## src/rtl/uart_16550_regs_pkg.sv

```systemverilog
// Shared types and constants for the 16550 register front end and the TX path.
package uart_16550_regs_pkg;

    // LCR field layout, MSB first.
    typedef struct packed {
        logic       dlab;
        logic       set_break;
        logic       force_parity;
        logic       even_parity;
        logic       parity_en;
        logic       stop_bits;
        logic [1:0] word_length;
    } lcr_t;

    typedef enum logic [2:0] {
        TX_IDLE   = 3'd0,
        TX_START  = 3'd1,
        TX_DATA   = 3'd2,
        TX_PARITY = 3'd3,
        TX_STOP   = 3'd4
    } uart_tx_state_e;

    // Stop-bit durations in baud ticks: 1, 1.5 and 2 bit times.
    localparam int STOP_TICKS_1   = 16;
    localparam int STOP_TICKS_1P5 = 24;
    localparam int STOP_TICKS_2   = 32;

    // 1.5 stop bits only exist for 5-bit words; other widths get 2.
    function automatic int stop_ticks(input lcr_t l);
        if (!l.stop_bits) begin
            return STOP_TICKS_1;
        end
        return (l.word_length == 2'd0) ? STOP_TICKS_1P5 : STOP_TICKS_2;
    endfunction

    // Parity over the active data bits only; stick parity sends ~even_parity.
    function automatic logic parity_bit(input logic [7:0] data, input lcr_t l);
        logic [7:0] mask;
        logic       x;
        mask = ~(8'hE0 << l.word_length);
        x    = ^(data & mask);
        if (l.force_parity) begin
            return ~l.even_parity;
        end
        return l.even_parity ? x : ~x;
    endfunction

endpackage

```

## src/rtl/uart_16550_tx_fifo.sv

```systemverilog
// Synchronous FIFO with a single-entry mode, synchronous clear and level
// output. Shared by the TX and RX paths.
module uart_16550_tx_fifo #(
    parameter int DEPTH = 16,
    parameter int WIDTH = 8,
    localparam int AW   = $clog2(DEPTH),
    localparam int LW   = AW + 1
) (
    input  logic             clk,
    input  logic             rst,
    input  logic             clear,
    input  logic             single,
    input  logic             wr_en,
    input  logic [WIDTH-1:0] wr_data,
    input  logic             rd_en,
    output logic [WIDTH-1:0] rd_data,
    output logic             empty,
    output logic [LW-1:0]    level,
    output logic             wr_drop
);

    logic [WIDTH-1:0] mem_q [DEPTH];
    logic [WIDTH-1:0] mem_d [DEPTH];
    logic [AW-1:0]    wr_ptr_q, wr_ptr_d;
    logic [AW-1:0]    rd_ptr_q, rd_ptr_d;
    logic [LW-1:0]    level_q, level_d;
    logic             drop_q, drop_d;
    logic [LW-1:0]    cap;
    logic             full;
    logic             wr_ok;
    logic             rd_ok;

    assign cap     = single ? LW'(1) : LW'(DEPTH);
    assign full    = (level_q == cap);
    assign empty   = (level_q == '0);
    assign rd_data = mem_q[rd_ptr_q];
    assign level   = level_q;
    assign wr_drop = drop_q;

    // A pop frees a slot in the same cycle, so a full buffer still accepts
    // a write that coincides with a read. Clear wins over everything.
    assign wr_ok = wr_en && !clear && (!full || rd_en);
    assign rd_ok = rd_en && !empty && !clear;

    // Next-state for pointers, occupancy, storage and drop pulse.
    always_comb begin
        mem_d    = mem_q;
        wr_ptr_d = wr_ptr_q;
        rd_ptr_d = rd_ptr_q;
        level_d  = level_q;
        drop_d   = wr_en && !clear && full && !rd_en;
        if (clear) begin
            wr_ptr_d = '0;
            rd_ptr_d = '0;
            level_d  = '0;
        end else begin
            if (wr_ok) begin
                mem_d[wr_ptr_q] = wr_data;
                wr_ptr_d        = wr_ptr_q + AW'(1);
            end
            if (rd_ok) begin
                rd_ptr_d = rd_ptr_q + AW'(1);
            end
            level_d = level_q + LW'(wr_ok) - LW'(rd_ok);
        end
    end

    // Control state with asynchronous reset.
    always_ff @(posedge clk or posedge rst) begin
        if (rst) begin
            wr_ptr_q <= '0;
            rd_ptr_q <= '0;
            level_q  <= '0;
            drop_q   <= 1'b0;
        end else begin
            wr_ptr_q <= wr_ptr_d;
            rd_ptr_q <= rd_ptr_d;
            level_q  <= level_d;
            drop_q   <= drop_d;
        end
    end

    // Storage needs no reset; occupancy guards every read.
    always_ff @(posedge clk) begin
        mem_q <= mem_d;
    end

endmodule

```

## src/rtl/uart_16550_tx.sv

```systemverilog
// 16550 transmit serializer: buffers THR writes and shifts frames out on tx.
//
// state  | meaning
// IDLE   | line high, waiting for a baud tick with data buffered
// START  | start bit (low)
// DATA   | 5..8 data bits, LSB first
// PARITY | optional parity bit
// STOP   | stop bit(s), 1 / 1.5 / 2 bit times
module uart_16550_tx
    import uart_16550_regs_pkg::*;
#(
    parameter int FIFO_DEPTH = 16,
    parameter int OVERSAMPLE = 16,
    localparam int LW        = $clog2(FIFO_DEPTH) + 1
) (
    input  logic          clk,
    input  logic          rst,
    input  logic          baud_tick,
    input  logic          thr_wr,
    input  logic [7:0]    thr_data,
    input  logic          fifo_en,
    input  logic          tx_fifo_reset,
    input  lcr_t          lcr,
    output logic          tx,
    output logic          thr_empty,
    output logic          tx_empty,
    output logic [LW-1:0] tx_level,
    output logic          wr_drop
);

    localparam logic [4:0] BIT_LAST = 5'(OVERSAMPLE - 1);

    uart_tx_state_e state_q, state_d;
    logic [4:0]     cnt_q, cnt_d;
    logic [2:0]     bit_q, bit_d;
    logic [7:0]     shift_q, shift_d;
    logic           par_q, par_d;
    logic           pen_q, pen_d;
    logic [1:0]     wl_q, wl_d;
    logic [4:0]     stop_last_q, stop_last_d;
    logic           tx_q, tx_d;
    logic           fifo_en_q;
    logic           pop;
    logic           load_frame;
    logic           fifo_clear;
    logic           fifo_empty;
    logic [7:0]     fifo_head;
    logic [2:0]     data_last;

    // Toggling fifo_en flushes the buffer just like an explicit FCR reset.
    assign fifo_clear = tx_fifo_reset | (fifo_en ^ fifo_en_q);

    uart_16550_tx_fifo #(
        .DEPTH (FIFO_DEPTH),
        .WIDTH (8)
    ) u_fifo (
        .clk     (clk),
        .rst     (rst),
        .clear   (fifo_clear),
        .single  (~fifo_en),
        .wr_en   (thr_wr),
        .wr_data (thr_data),
        .rd_en   (pop),
        .rd_data (fifo_head),
        .empty   (fifo_empty),
        .level   (tx_level),
        .wr_drop (wr_drop)
    );

    assign data_last = 3'd4 + 3'(wl_q);
    assign thr_empty = fifo_empty;
    assign tx_empty  = fifo_empty && (state_q == TX_IDLE);
    // Break overrides from the live LCR; the FSM keeps draining underneath.
    assign tx        = lcr.set_break ? 1'b0 : tx_q;

    // Next-state, bit timing and serial data selection.
    always_comb begin
        state_d     = state_q;
        cnt_d       = cnt_q;
        bit_d       = bit_q;
        shift_d     = shift_q;
        par_d       = par_q;
        pen_d       = pen_q;
        wl_d        = wl_q;
        stop_last_d = stop_last_q;
        tx_d        = tx_q;
        pop         = 1'b0;
        load_frame  = 1'b0;

        if (state_q == TX_IDLE) begin
            tx_d = 1'b1;
            if (baud_tick && !fifo_empty) begin
                load_frame = 1'b1;
            end
        end else if (baud_tick) begin
            if (cnt_q != 5'd0) begin
                cnt_d = cnt_q - 5'd1;
            end else begin
                case (state_q)
                    TX_START: begin
                        state_d = TX_DATA;
                        bit_d   = 3'd0;
                        tx_d    = shift_q[0];
                        cnt_d   = BIT_LAST;
                    end
                    TX_DATA: begin
                        if (bit_q == data_last) begin
                            if (pen_q) begin
                                state_d = TX_PARITY;
                                tx_d    = par_q;
                                cnt_d   = BIT_LAST;
                            end else begin
                                state_d = TX_STOP;
                                tx_d    = 1'b1;
                                cnt_d   = stop_last_q;
                            end
                        end else begin
                            bit_d   = bit_q + 3'd1;
                            shift_d = shift_q >> 1;
                            tx_d    = shift_q[1];
                            cnt_d   = BIT_LAST;
                        end
                    end
                    TX_PARITY: begin
                        state_d = TX_STOP;
                        tx_d    = 1'b1;
                        cnt_d   = stop_last_q;
                    end
                    TX_STOP: begin
                        if (!fifo_empty) begin
                            load_frame = 1'b1;
                        end else begin
                            state_d = TX_IDLE;
                            tx_d    = 1'b1;
                        end
                    end
                    default: begin
                        state_d = TX_IDLE;
                        tx_d    = 1'b1;
                    end
                endcase
            end
        end

        // Frame format is frozen at pop time so LCR writes never corrupt it.
        if (load_frame) begin
            pop         = 1'b1;
            shift_d     = fifo_head;
            par_d       = parity_bit(fifo_head, lcr);
            pen_d       = lcr.parity_en;
            wl_d        = lcr.word_length;
            stop_last_d = 5'(stop_ticks(lcr) - 1);
            state_d     = TX_START;
            cnt_d       = BIT_LAST;
            tx_d        = 1'b0;
        end
    end

    // State register; reset drives the line idle-high immediately.
    always_ff @(posedge clk or posedge rst) begin
        if (rst) begin
            state_q     <= TX_IDLE;
            cnt_q       <= '0;
            bit_q       <= '0;
            shift_q     <= '0;
            par_q       <= 1'b0;
            pen_q       <= 1'b0;
            wl_q        <= '0;
            stop_last_q <= '0;
            tx_q        <= 1'b1;
            fifo_en_q   <= 1'b0;
        end else begin
            state_q     <= state_d;
            cnt_q       <= cnt_d;
            bit_q       <= bit_d;
            shift_q     <= shift_d;
            par_q       <= par_d;
            pen_q       <= pen_d;
            wl_q        <= wl_d;
            stop_last_q <= stop_last_d;
            tx_q        <= tx_d;
            fifo_en_q   <= fifo_en;
        end
    end

endmodule

```

## config.mk

```make
export PLATFORM = sky130hd
export DESIGN_NAME = uart_16550_tx
export DESIGN_NICKNAME = d
export VERILOG_FILES = /design/src/rtl/uart_16550_regs_pkg.sv /design/src/rtl/uart_16550_tx_fifo.sv /design/src/rtl/uart_16550_tx.sv
export SDC_FILE = /design/constraint.sdc
export NUM_CORES = 1
export LEC_CHECK = 0
export CAP_MARGIN = 0
export CORE_MARGIN = 2
export CORE_UTILIZATION = 52
export CTS_BUF_LIST = sky130_fd_sc_hd__clkbuf_4 sky130_fd_sc_hd__clkbuf_8
export CTS_CLUSTER_DIAMETER = 120
export DETAILED_ROUTE_END_ITERATION = 6
export GPL_TIMING_DRIVEN = 0
export PLACE_DENSITY = 0.7
export SKIP_CTS_REPAIR_TIMING = 1
export SLEW_MARGIN = 20
export SYNTH_ARGS = -nofsm -noshare
export SYNTH_HDL_FRONTEND = slang
export SYNTH_HIERARCHICAL = 1
export SYNTH_SLANG_ARGS = --single-unit
```

## constraint.sdc

```tcl
create_clock -name clk -period 4.9 [get_ports clk]
set_input_delay 1.47 -clock clk [delete_from_list [all_inputs] [get_ports clk]]
set_output_delay 1.47 -clock clk [all_outputs]
set_load 0.05 [all_outputs]
```

==> results of run 1 <==
metrics by stage:
step / utilization [%] / std cells
finish: 59.2 / 773
floorplan: - / 529
global route: 59.2 / 773
global placement: 56.4 / 742
CTS: 59.2 / 773
detailed placement: 56.4 / 742
worst paths after layout:
path                                      start         endpoint  cells after the start
worst max-delay path                  baud_tick  u_fifo/level[4]                     16
worst min-delay path             stop_last_q[2]   stop_last_q[2]                      1
worst max register to register  u_fifo/level[3]  u_fifo/level[4]                     19
worst min register to register   stop_last_q[2]   stop_last_q[2]                      1
max in group asynchronous                   rst       shift_q[4]                      2
min in group asynchronous                   rst  u_fifo/level[1]                      2
state kept, by name, summed over array words and instances, names as in the netlist:
register	flops
bit_q	3
cnt_q	5
fifo_en_q	1
par_q	1
pen_q	1
shift_q	8
state_q	3
stop_last_q	3
tx_q	1
u_fifo/level	5
u_fifo/mem_q	128
u_fifo/rd_ptr_q	4
u_fifo/wr_drop	1
u_fifo/wr_ptr_q	4
wl_q	2
power groups by stage:
stage / logic (W) / registers, W / clock network [W]
global placement: 0.000308 / 0.00167 / 0
global route: 0.000362 / 0.00165 / 0.00107
finish: 0.000321 / 0.00165 / 0.000991
CTS: 0.000322 / 0.00165 / 0.00101
floorplan: 0.000226 / 0.00167 / 0
detailed placement: 0.000320 / 0.00168 / 0
worst max-delay path, delay by kind of cell:
family	cells	cell delay, ps
compound gates	3	400
fa+ha+maj	3	830
buf+inv	5	1060
simple gates	5	1240
metal layers:
metal,GRT usage [%],routed length (um),vias up
li1,-,-,2112
met1,29.3,6930,2296
met2,33.0,7590,159
met3,3.81,855,19
met4,6.99,264,0
met5,0,0,-
cell usage in the layout (no fill, tap or decap), types with 16 or more instances in the layout:
cell type        count
edfxtp_1           128
dfrtp_1             41
mux2i_1             40
nand2_1             37
clkdlybuf4s50_1     29
inv_1               25
o21ai_0             23
nor2_1              19
a221oi_1            17
clkbuf_8            17
mux4_2              16
cells by family (layout without fill, tap and decap cells):
kind of cell | Yosys count | count (layout)
AO/OA/AOI/OAI | 93 | 93
XOR/XNOR | 13 | 13
adder cells (fa/ha/maj) | 15 | 15
buffers and inverters | 52 | 112
flip-flops | 170 | 170
multiplexers | 60 | 60
AND/OR/NAND/NOR | 126 | 126
cell type report:
class,instances,area (um2),area share (%)
clock inverter,13,155,1.82
sequential,170,4900,57.4
inverter,27,101,1.19
timing repair buffer,29,290,3.40
buffer,25,131,1.54
clock buffer,18,241,2.83
tap,184,230,2.70
multi-input combinational,307,2490,29.1
==> run_results.csv, run 1 <==
group,metric,value,unit
outcome,status,"completed",
setup_path,critPathArrivalTime,5010,ps
global_route,first_global_vias,4525,
floorplan,fp-row-count,44,
power,pwr_density_cell,347,nW/um2
global_route,grt_pass1_wl,24800,um
synthesis,synth_top_family_by_area,"multiplexers",
setup_path,crit_chain,"clkdlybuf4s50_1, or4b_1, a21oi_2, buf_2, a211oi_2, buf_6, or2_2, ha_1, inv_1, ha_1, inv_1, fa_1, nor2b_1, o21bai_1, nand3_1, nor3b_1",
clock_network,clk_pin_slew,90,ps
sta,clock.fmax,0.215,GHz
synthesis,synthDominantCellAreaShare,50.5,%
synthesis,synthTopCellsByCount,"128 x edfxtp_1, 41 x dfrtp_1, 40 x mux2i_1",
setup_path,crit_path_max_incr_delay,500,ps
synthesis,synth.most_common_cell,"edfxtp_1",
placed_design,port_buffers,29,
clock_network,htreeDepth,4,
placed_design,postPlaceCellArea,8140,um2
power,vdd_drop_max,0.000212,V
setup_path,cp_data_required_time,5250,ps
setup_path,critical_path.max_fanout,14,
floorplan,initial_core_util,52.8,%
sta,setup_ws,241,ps
cells_and_area,area.growth.synth_to_final,12.0,%
setup_path,reg2reg_slack,590,ps
clock_network,cts_tree,"built",
synthesis,synth_area,7620,um2
floorplan,die_height,125,um
synthesis,yosysWarningCount,6,
synthesis,synth_edf_count,128,
placed_design,dp_slack,-185,ps
floorplan,ioPinCount,31,
sta,setup_viol,0,
drt,firstDrtPassIters,5,
placed_design,dp_hpwl,10600,um
synthesis,yosys.area_share.simple,9.31,%
global_route,gr-total-overflow,0,
sta,finalCritPeriodShare,95.1,%
drt,wl_per_cell,20.2,um
floorplan,core,14400,um2
clock_network,cts_buffers,17,
setup_path,worst_setup_path_end_kind,"flop",
power,pwr-share-seq,55.6,%
placed_design,routabilityCongestion,0.834,
power,switchingPower,0.000750,W
drt,viasPerCell,5.93,
power,fin_total_pwr,0.00296,W
cells_and_area,drive_gt1_share,14.1,%
synthesis,synthMuxAreaShare,10.6,%
sta,tightest_slew,875,ps
power,netSwitchingFraction,25.4,%
job,maxCapViolations,0,
sta,whs,478,ps
power,pwr-share-comb,10.9,%
synthesis,postSynthAreaPerCell,14.4,um2
synthesis,synth.yosys.seq_area_share,64.3,%
drt,drt_iter0_markers,325,
setup_path,criticalPathCategory,"primary input to flop",
sta,setup-tns-final,0,ps
synthesis,synth_xor_area_share,1.68,%
synthesis,yosys.area.top_type,"edfxtp_1",
drt,drc,0,
sta,maxSlewViolCount,0,
clock_network,cts_root_buffer,"clkbuf_8",
synthesis,synth_cell_types,70,
sta,rsz0062_at_grt,"no",
floorplan,dieArea,15600,um2
cells_and_area,nFillCells,1109,
clock_network,cts_buffer_depth,2,
synthesis,synth_area_leaders,"edfxtp_1 50%, dfrtp_1 13%, mux2i_1 5.3%",
worst_hold_path,hold_class,"flop to flop",
power,leakage,2.98,nW
cells_and_area,layout.nets,614,
clock_network,clock_sinks,170,
sta,period_minus_slack,4660,ps
synthesis,synth_fa_ha_area_share,2.56,%
synthesis,synth_cells,529,
cells_and_area,final_area,8530,um2
setup_path,worst_path_max_delay_cell,"or4b_1",
synthesis,synth_ff_type,"edfxtp_1",
synthesis,async_reset_ff_share,24.7,%
cells_and_area,diodes,0,
drt,vias,4586,
sta,finalHoldViolCount,0,
synthesis,syn_nets,566,
global_route,antenna_found_initial,0,
sta,finClkSkew,11.6,ps
setup_path,crit_path_start_kind,"primary input",
synthesis,synth_compound_area_share,8.53,%
drt,finalWirelength,15600,um
synthesis,synth-seq-cells,170,
clock_network,clock_latency,450,ps
floorplan,fp.dieW,125,um
sta,slew_headroom,41.4,%
power,intPower,0.00221,W
power,clkPwrFrac,33.5,%
drt,antenna_left,0,
global_route,track_usage,20.7,%
global_route,grt_max_degree,29,
(Power assumes the default switching activity.)
==> run 2, diff against run 1 <==
--- a/config.mk
+++ b/config.mk
@@ -11,8 +11,7 @@
 export CTS_BUF_LIST = sky130_fd_sc_hd__clkbuf_4 sky130_fd_sc_hd__clkbuf_8
 export CTS_CLUSTER_DIAMETER = 120
 export DETAILED_ROUTE_END_ITERATION = 6
-export GPL_TIMING_DRIVEN = 0
-export PLACE_DENSITY = 0.7
+export PLACE_DENSITY = 0.73
 export SKIP_CTS_REPAIR_TIMING = 1
 export SLEW_MARGIN = 20
 export SYNTH_ARGS = -nofsm -noshare
==> constraint.sdc (replaced) <==
create_clock -name clk -period 4.1 [get_ports clk]
set_input_delay 1.23 -clock clk [delete_from_list [all_inputs] [get_ports clk]]
set_output_delay 1.23 -clock clk [all_outputs]
set_load 0.05 [all_outputs]
==> run 2 against run 1 <==
First-iteration DRC count rose by 56%. Via count rose by 0.37%. Clock skew up 2.3 ps. Largest power group unchanged. Design area increased by 1.2%. Combinational power up 13%. Critical path type is now flop to primary output. Global-route usage is 0.13 points lower. Routed wire length decreased by 1.2%.
==> run_results.csv, run 2 (same netlist as run 1, synthesis figures left out) <==
group,metric,value,unit
outcome,status,"completed",
power,vdd_drop_max,0.000197,V
sta,slew_headroom,43.8,%
cells_and_area,diodes,0,
cells_and_area,instances_no_fill,773,
cells_and_area,layout_commonest_cell,"edfxtp_1",
floorplan,core,14400,um2
sta,setup_viol,0,
worst_hold_path,hold_end,"stop_last_q[2]",
sta,clock.fmax,0.253,GHz
setup_path,r2r_end,"u_fifo/level[4]",
global_route,track_usage,20.6,%
sta,tightest_slew,838,ps
cells_and_area,area.growth.synth_to_final,13.4,%
floorplan,initial_core_util,52.8,%
floorplan,die_height,125,um
global_route,grt_max_degree,35,
sta,maxSlewViolCount,0,
cells_and_area,top_regs,"u_fifo/mem_q: 128 flops, shift_q: 8 flops",
sta,finalHoldViolCount,0,
sta,finalCritPeriodShare,96.5,%
worst_hold_path,hold_path_depth,1,
global_route,antenna_found_initial,0,
drt,viasPerCell,5.95,
drt,wl_per_cell,20.0,um
setup_path,worst_setup_path_end_kind,"primary output",
setup_path,critical_path.max_fanout,6,
drt,finalWirelength,15400,um
setup_path,crit_chain,"inv_2, ha_2, or4b_4, clkinvlp_4, and2_1, clkdlybuf4s50_1",
setup_path,crit_path_max_incr_delay,790,ps
setup_path,criticalPathCategory,"flop to primary output",
cells_and_area,mostFrequentLayoutCells,"128 x edfxtp_1, 40 x mux2i_1, 38 x dfrtp_1",
floorplan,fp-row-count,44,
drt,drt_iter0_markers,506,
clock_network,clock_sinks,170,
clock_network,cts_root_buffer,"clkbuf_8",
setup_path,worst_path_max_delay_cell,"clkdlybuf4s50_1",
clock_network,clock_latency,480,ps
sta,finClkSkew,13.9,ps
global_route,grt_pass1_wl,24700,um
clock_network,htreeDepth,4,
drt,antenna_left,0,
clock_network,cts_tree,"built",
setup_path,crit_path_start_kind,"flop",
setup_path,reg2reg_depth,17,
floorplan,ioPinCount,31,
clock_network,cts_buffer_depth,2,
drt,vias,4603,
setup_path,critPathArrivalTime,2730,ps
power,leakage,3.02,nW
setup_path,cp_data_required_time,2870,ps
power,fin_total_pwr,0.00354,W
setup_path,reg2reg_slack,460,ps
floorplan,dieArea,15600,um2
job,maxCapViolations,0,
global_route,first_global_vias,4613,
placed_design,routabilityCongestion,0.875,
worst_hold_path,hold_start,"stop_last_q[2]",
floorplan,fp.dieW,125,um
clock_network,cts_buffers,17,
global_route,gr-total-overflow,0,
sta,period_minus_slack,3960,ps
drt,drc,0,
placed_design,port_buffers,29,
cells_and_area,largest_register,"u_fifo/mem_q",
placed_design,dp_hpwl,10200,um
placed_design,dp.cells,741,
drt,firstDrtPassIters,5,
power,pwr_density_cell,410,nW/um2
cells_and_area,largest_reg_flops,128,
cells_and_area,layout.nets,613,
cells_and_area,drive_gt1_share,17.7,%
worst_hold_path,hold_class,"flop to flop",
setup_path,timing.rr.start,"u_fifo/level[2]",
sta,rsz0062_at_grt,"no",
clock_network,clk_pin_slew,90,ps
cells_and_area,nFillCells,1092,
run 2: cell types whose count changed in the layout (fill, tap and decap cells not counted), sizes merged:
| cell | before | now |
|---|---|---|
| clkinvlp | 1 | 2 |
| clkdlybuf4s50 | 29 | 28 |
| buf | 17 | 25 |
| inv | 34 | 33 |
| bufinv | 2 | 1 |
| clkinv | 3 | 6 |
| clkbuf | 26 | 17 |
run 2: layout make-up:
type,instances,area [um2],share of cell area (%)
inverter,27,105,1.22
tap,184,230,2.67
multi-input combinational,307,2510,29.1
clock inverter,15,176,2.04
clock buffer,17,234,2.71
sequential,170,4900,56.7
timing repair buffer,53,480,5.56
run 2: per-stage QoR:
stage	hold slack [ps]	worst slack (ps)	util (%)	TNS (ps)	area [um2]
after floorplan	432	23.2	-	0	7650
after global placement	445	-79.7	57.0	-79.7	8230
after detailed placement	457	-184	57.0	-184	8230
after CTS	479	105	59.9	0	8640
after global routing	518	39.1	59.9	0	8640
final	475	142	59.9	0	8640
run 2: report_power, final:
part           internal (W)  leakage (nW)  switching [W]
Clock              0.000515         0.207       0.000679
Sequential          0.00191          1.69      0.0000695
Combinational      0.000157          1.12       0.000206
run 2: metal layers:
layer	vias up	GRT usage, %	share of wire (%)
met5	-	0	0
met4	0	8.04	2.0
met2	121	33.1	49
li1	2118	-	-
met3	25	4.24	5.1
met1	2339	28.0	43
run 2: worst max path at each step:
| stage | slack, ps | endpoint | startpoint | cells past startpoint |
|---|---|---|---|---|
| after global routing | 40 | tx_empty | u_fifo/level[2] | 6 |
| after detailed placement | -180 | u_fifo/level[4] | baud_tick | 14 |
| after global placement | -80 | u_fifo/level[4] | baud_tick | 14 |
| after floorplan | 20 | u_fifo/level[4] | u_fifo/level[2] | 19 |
| after CTS | 100 | tx_empty | u_fifo/level[3] | 6 |
| final | 140 | tx_empty | u_fifo/level[2] | 6 |
run 2: worst max-delay path, delay by kind of cell, from the launching register on:
family,cells,cell delay (ps)
buffers and inverters,3,1020
DFF,1,440
adders and majority gates,1,170
and+or+nand+nor,2,640
==> run 3, diff against run 2 <==
--- a/config.mk
+++ b/config.mk
@@ -5,13 +5,13 @@
 export SDC_FILE = /design/constraint.sdc
 export NUM_CORES = 1
 export LEC_CHECK = 0
+export ABC_AREA = 1
 export CAP_MARGIN = 0
 export CORE_MARGIN = 2
 export CORE_UTILIZATION = 52
-export CTS_BUF_LIST = sky130_fd_sc_hd__clkbuf_4 sky130_fd_sc_hd__clkbuf_8
 export CTS_CLUSTER_DIAMETER = 120
 export DETAILED_ROUTE_END_ITERATION = 6
-export PLACE_DENSITY = 0.73
+export PLACE_DENSITY = 0.72
 export SKIP_CTS_REPAIR_TIMING = 1
 export SLEW_MARGIN = 20
 export SYNTH_ARGS = -nofsm -noshare
==> run 3 against run 2 <==
Global-route usage grew 0.82 points. Sequential cell count is the same. Routed wire length grew 8.1%. Sequential share of layout area shrank 3.2 points. Clock skew shrank 5.1 ps. Worst hold slack lost 0.97 ps. Total power grew 14%. Count of clock-buffer cells in the layout grew 1. Critical path depth grew 1. Largest power group unchanged.
==> run_results.csv, run 3 <==
group,metric,value,unit
setup_path,crit_chain,"inv_1, ha_1, nand3_1, inv_1, inv_1, nor2_1, clkdlybuf4s50_1",
setup_path,cp_common_cell,"inv_1",
setup_path,critical_path.max_fanout,4,
setup_path,crit_path_max_incr_delay,820,ps
synthesis,synth.most_common_cell,"nand2_1",
synthesis,yosysWarningCount,6,
floorplan,fp.dieW,128,um
drt,viasPerCell,5.32,
sta,period_minus_slack,3660,ps
floorplan,initial_core_util,53.2,%
placed_design,dp_hpwl,10400,um
drt,vias,5763,
sta,tightest_slew,808,ps
drt,drt_iter0_markers,419,
sta,setup_viol,0,
synthesis,syn_nets,876,
synthesis,synth_area,8060,um2
sta,clock.fmax,0.273,GHz
outcome,status,"completed",
synthesis,synth_ff_type,"edfxtp_1",
clock_network,cts_buffer_depth,2,
sta,finClkSkew,8.77,ps
setup_path,worst_path_max_delay_cell,"clkdlybuf4s50_1",
sta,setup-tns-final,0,ps
synthesis,synth.yosys.seq_area_share,60.8,%
cells_and_area,top_regs,"u_fifo/mem_q: 128 flops, shift_q: 8 flops",
setup_path,timing.rr.start,"u_fifo/level[2]",
setup_path,critPathArrivalTime,2430,ps
setup_path,reg2reg_slack,1020,ps
synthesis,synth_cell_types,36,
cells_and_area,layout.nets,920,
job,maxCapViolations,0,
synthesis,yosys.area.top_type,"edfxtp_1",
setup_path,cp.depth,7,
setup_path,criticalPathCategory,"flop to primary output",
power,vdd_drop_max,0.000330,V
drt,antenna_left,0,
worst_hold_path,hold_class,"flop to flop",
clock_network,cts_root_buffer,"clkbuf_16",
drt,drc,0,
cells_and_area,area.growth.synth_to_final,13.5,%
setup_path,reg2reg_depth,18,
global_route,grt_max_degree,76,
global_route,gr-total-overflow,0,
setup_path,crit_path_start_kind,"flop",
sta,setup_ws,443,ps
clock_network,htreeDepth,4,
drt,finalWirelength,16700,um
floorplan,die_height,128,um
power,fin_total_pwr,0.00403,W
synthesis,synth_area_leaders,"edfxtp_1 48%, nand2_1 13%, dfrtp_1 13%",
synthesis,synth_edf_count,128,
synthesis,synth_cells,839,
cells_and_area,layout_commonest_cell,"nand2_1",
floorplan,fp-row-count,45,
synthesis,postSynthAreaPerCell,9.60,um2
cells_and_area,mostFrequentLayoutCells,"288 x nand2_1, 128 x edfxtp_1, 76 x inv_1, 76 x nand3_1, 57 x nor2_1",
global_route,track_usage,21.4,%
cells_and_area,nFillCells,1184,
drt,firstDrtPassIters,5,
setup_path,r2r_end,"u_fifo/level[4]",
placed_design,postPlaceCellArea,8560,um2
global_route,first_global_vias,5431,
cells_and_area,drive_gt1_share,9.93,%
synthesis,synthDominantCellAreaShare,47.7,%
synthesis,async_reset_ff_share,24.7,%
placed_design,routabilityCongestion,0.807,
drt,wl_per_cell,15.4,um
sta,finalCritPeriodShare,89.2,%
sta,slew_headroom,46.1,%
sta,rsz0062_at_grt,"no",
cells_and_area,postLayoutCoreUtil,60.4,%
sta,finalHoldViolCount,0,
power,leakage,3.84,nW
global_route,grt_pass1_wl,27000,um
power,pwr_density_cell,441,nW/um2
synthesis,synthTopCellsByCount,"288 x nand2_1, 128 x edfxtp_1, 77 x inv_1",
setup_path,crit_family,"buffers and inverters",
cells_and_area,final_area,9150,um2
placed_design,port_buffers,29,
setup_path,crit_end,"tx_empty",
floorplan,core,15100,um2
placed_design,dp_slack,130,ps
clock_network,clock_sinks,170,
global_route,antenna_found_initial,0,
setup_path,cp_num_buf_inv,4,
synthesis,synth-seq-cells,170,
setup_path,cp_data_required_time,2870,ps
cells_and_area,largest_reg_flops,128,
clock_network,clock_latency,430,ps
clock_network,cts_buffers,17,
cells_and_area,largest_register,"u_fifo/mem_q",
cells_and_area,diodes,0,
floorplan,ioPinCount,31,
floorplan,dieArea,16500,um2
setup_path,worst_setup_path_end_kind,"primary output",
clock_network,cts_tree,"built",
sta,maxSlewViolCount,0,
clock_network,clk_pin_slew,70,ps
setup_path,crit_start,"u_fifo/level[2]",
-- run 3: changes by cell type after synthesis, sizes merged, moves of 10 or more --
cell | before | now
o211ai | 1 | 11
nor2 | 19 | 62
mux4 | 16 | 0
nand2 | 37 | 291
inv | 26 | 83
nor3 | 5 | 18
and2 | 14 | 0
mux2i | 40 | 0
nand3 | 5 | 79
a221oi | 17 | 0
o21ai | 28 | 44
-- run 3: layout make-up --
type / count / area [um2] / area share (%)
well taps: 188 / 235 / 2.57
clock buffers: 18 / 429 / 4.69
flip-flops and latches: 170 / 4900 / 53.6
multi-input cells: 556 / 2640 / 28.9
clock inverters: 14 / 154 / 1.68
inverters: 85 / 323 / 3.53
repair buffers: 53 / 468 / 5.12
-- run 3: layer usage --
| metal | global-route usage [%] | share of wire [%] | wire (um) | vias to the layer above |
|---|---|---|---|---|
| met5 | 0 | 0 | 0 | - |
| met4 | 7.95 | 1.3 | 216 | 0 |
| met3 | 4.99 | 6.9 | 1160 | 18 |
| met2 | 35.3 | 50 | 8290 | 182 |
| met1 | 28.0 | 42 | 7030 | 2705 |
| li1 | - | - | - | 2858 |
-- run 3: power breakdown --
| part | internal (W) | switching [W] |
|---|---|---|
| Combinational | 0.000172 | 0.000330 |
| Sequential | 0.00191 | 0.0000407 |
| Clock | 0.000863 | 0.000709 |
-- run 3: how the worst min path moves through the flow --
stage | startpoint | endpoint | slack (ps) | cells past startpoint
floorplan | shift_q[7] | shift_q[7] | 440 | 2
global placement | shift_q[7] | shift_q[7] | 460 | 2
detailed placement | shift_q[7] | shift_q[7] | 460 | 2
CTS | stop_last_q[2] | stop_last_q[2] | 470 | 1
global route | stop_last_q[2] | stop_last_q[2] | 500 | 1
finish | stop_last_q[2] | stop_last_q[2] | 470 | 1
-- run 3: cells by family (layout without fill, tap and decap cells) --
family / after synthesis / in the layout / share of synthesized area [%]
simple gates: 459 / 459 / 23.9
flops: 170 / 170 / 60.8
buf+inv: 113 / 170 / 6.48
compound gates: 75 / 75 / 5.65
fa+ha+maj: 15 / 15 / 2.42
xor+xnor: 7 / 7 / 0.761
-- run 3: worst register-to-register path, cell delays in order (launching register included) --
cell and delay (ps):
dfrtp_1 370, inv_1 80, ha_1 220, nand3_1 120, inv_1 110, nor2_1 220
nand3_4 100, inv_2 80, nand2_1 70, nor2_1 210, ha_1 280, inv_1 50
ha_1 150, inv_1 50, fa_1 390, o21ai_0 190, nand2_1 100, a21oi_1 130
nor2_1 50
-- run 3: per-stage QoR --
stage                     hold slack (ps)  std cells
final                                 474       1084
after global routing                  497       1084
after CTS                             475       1084
after detailed placement              458       1052
after global placement                457       1052
after floorplan                       437        839
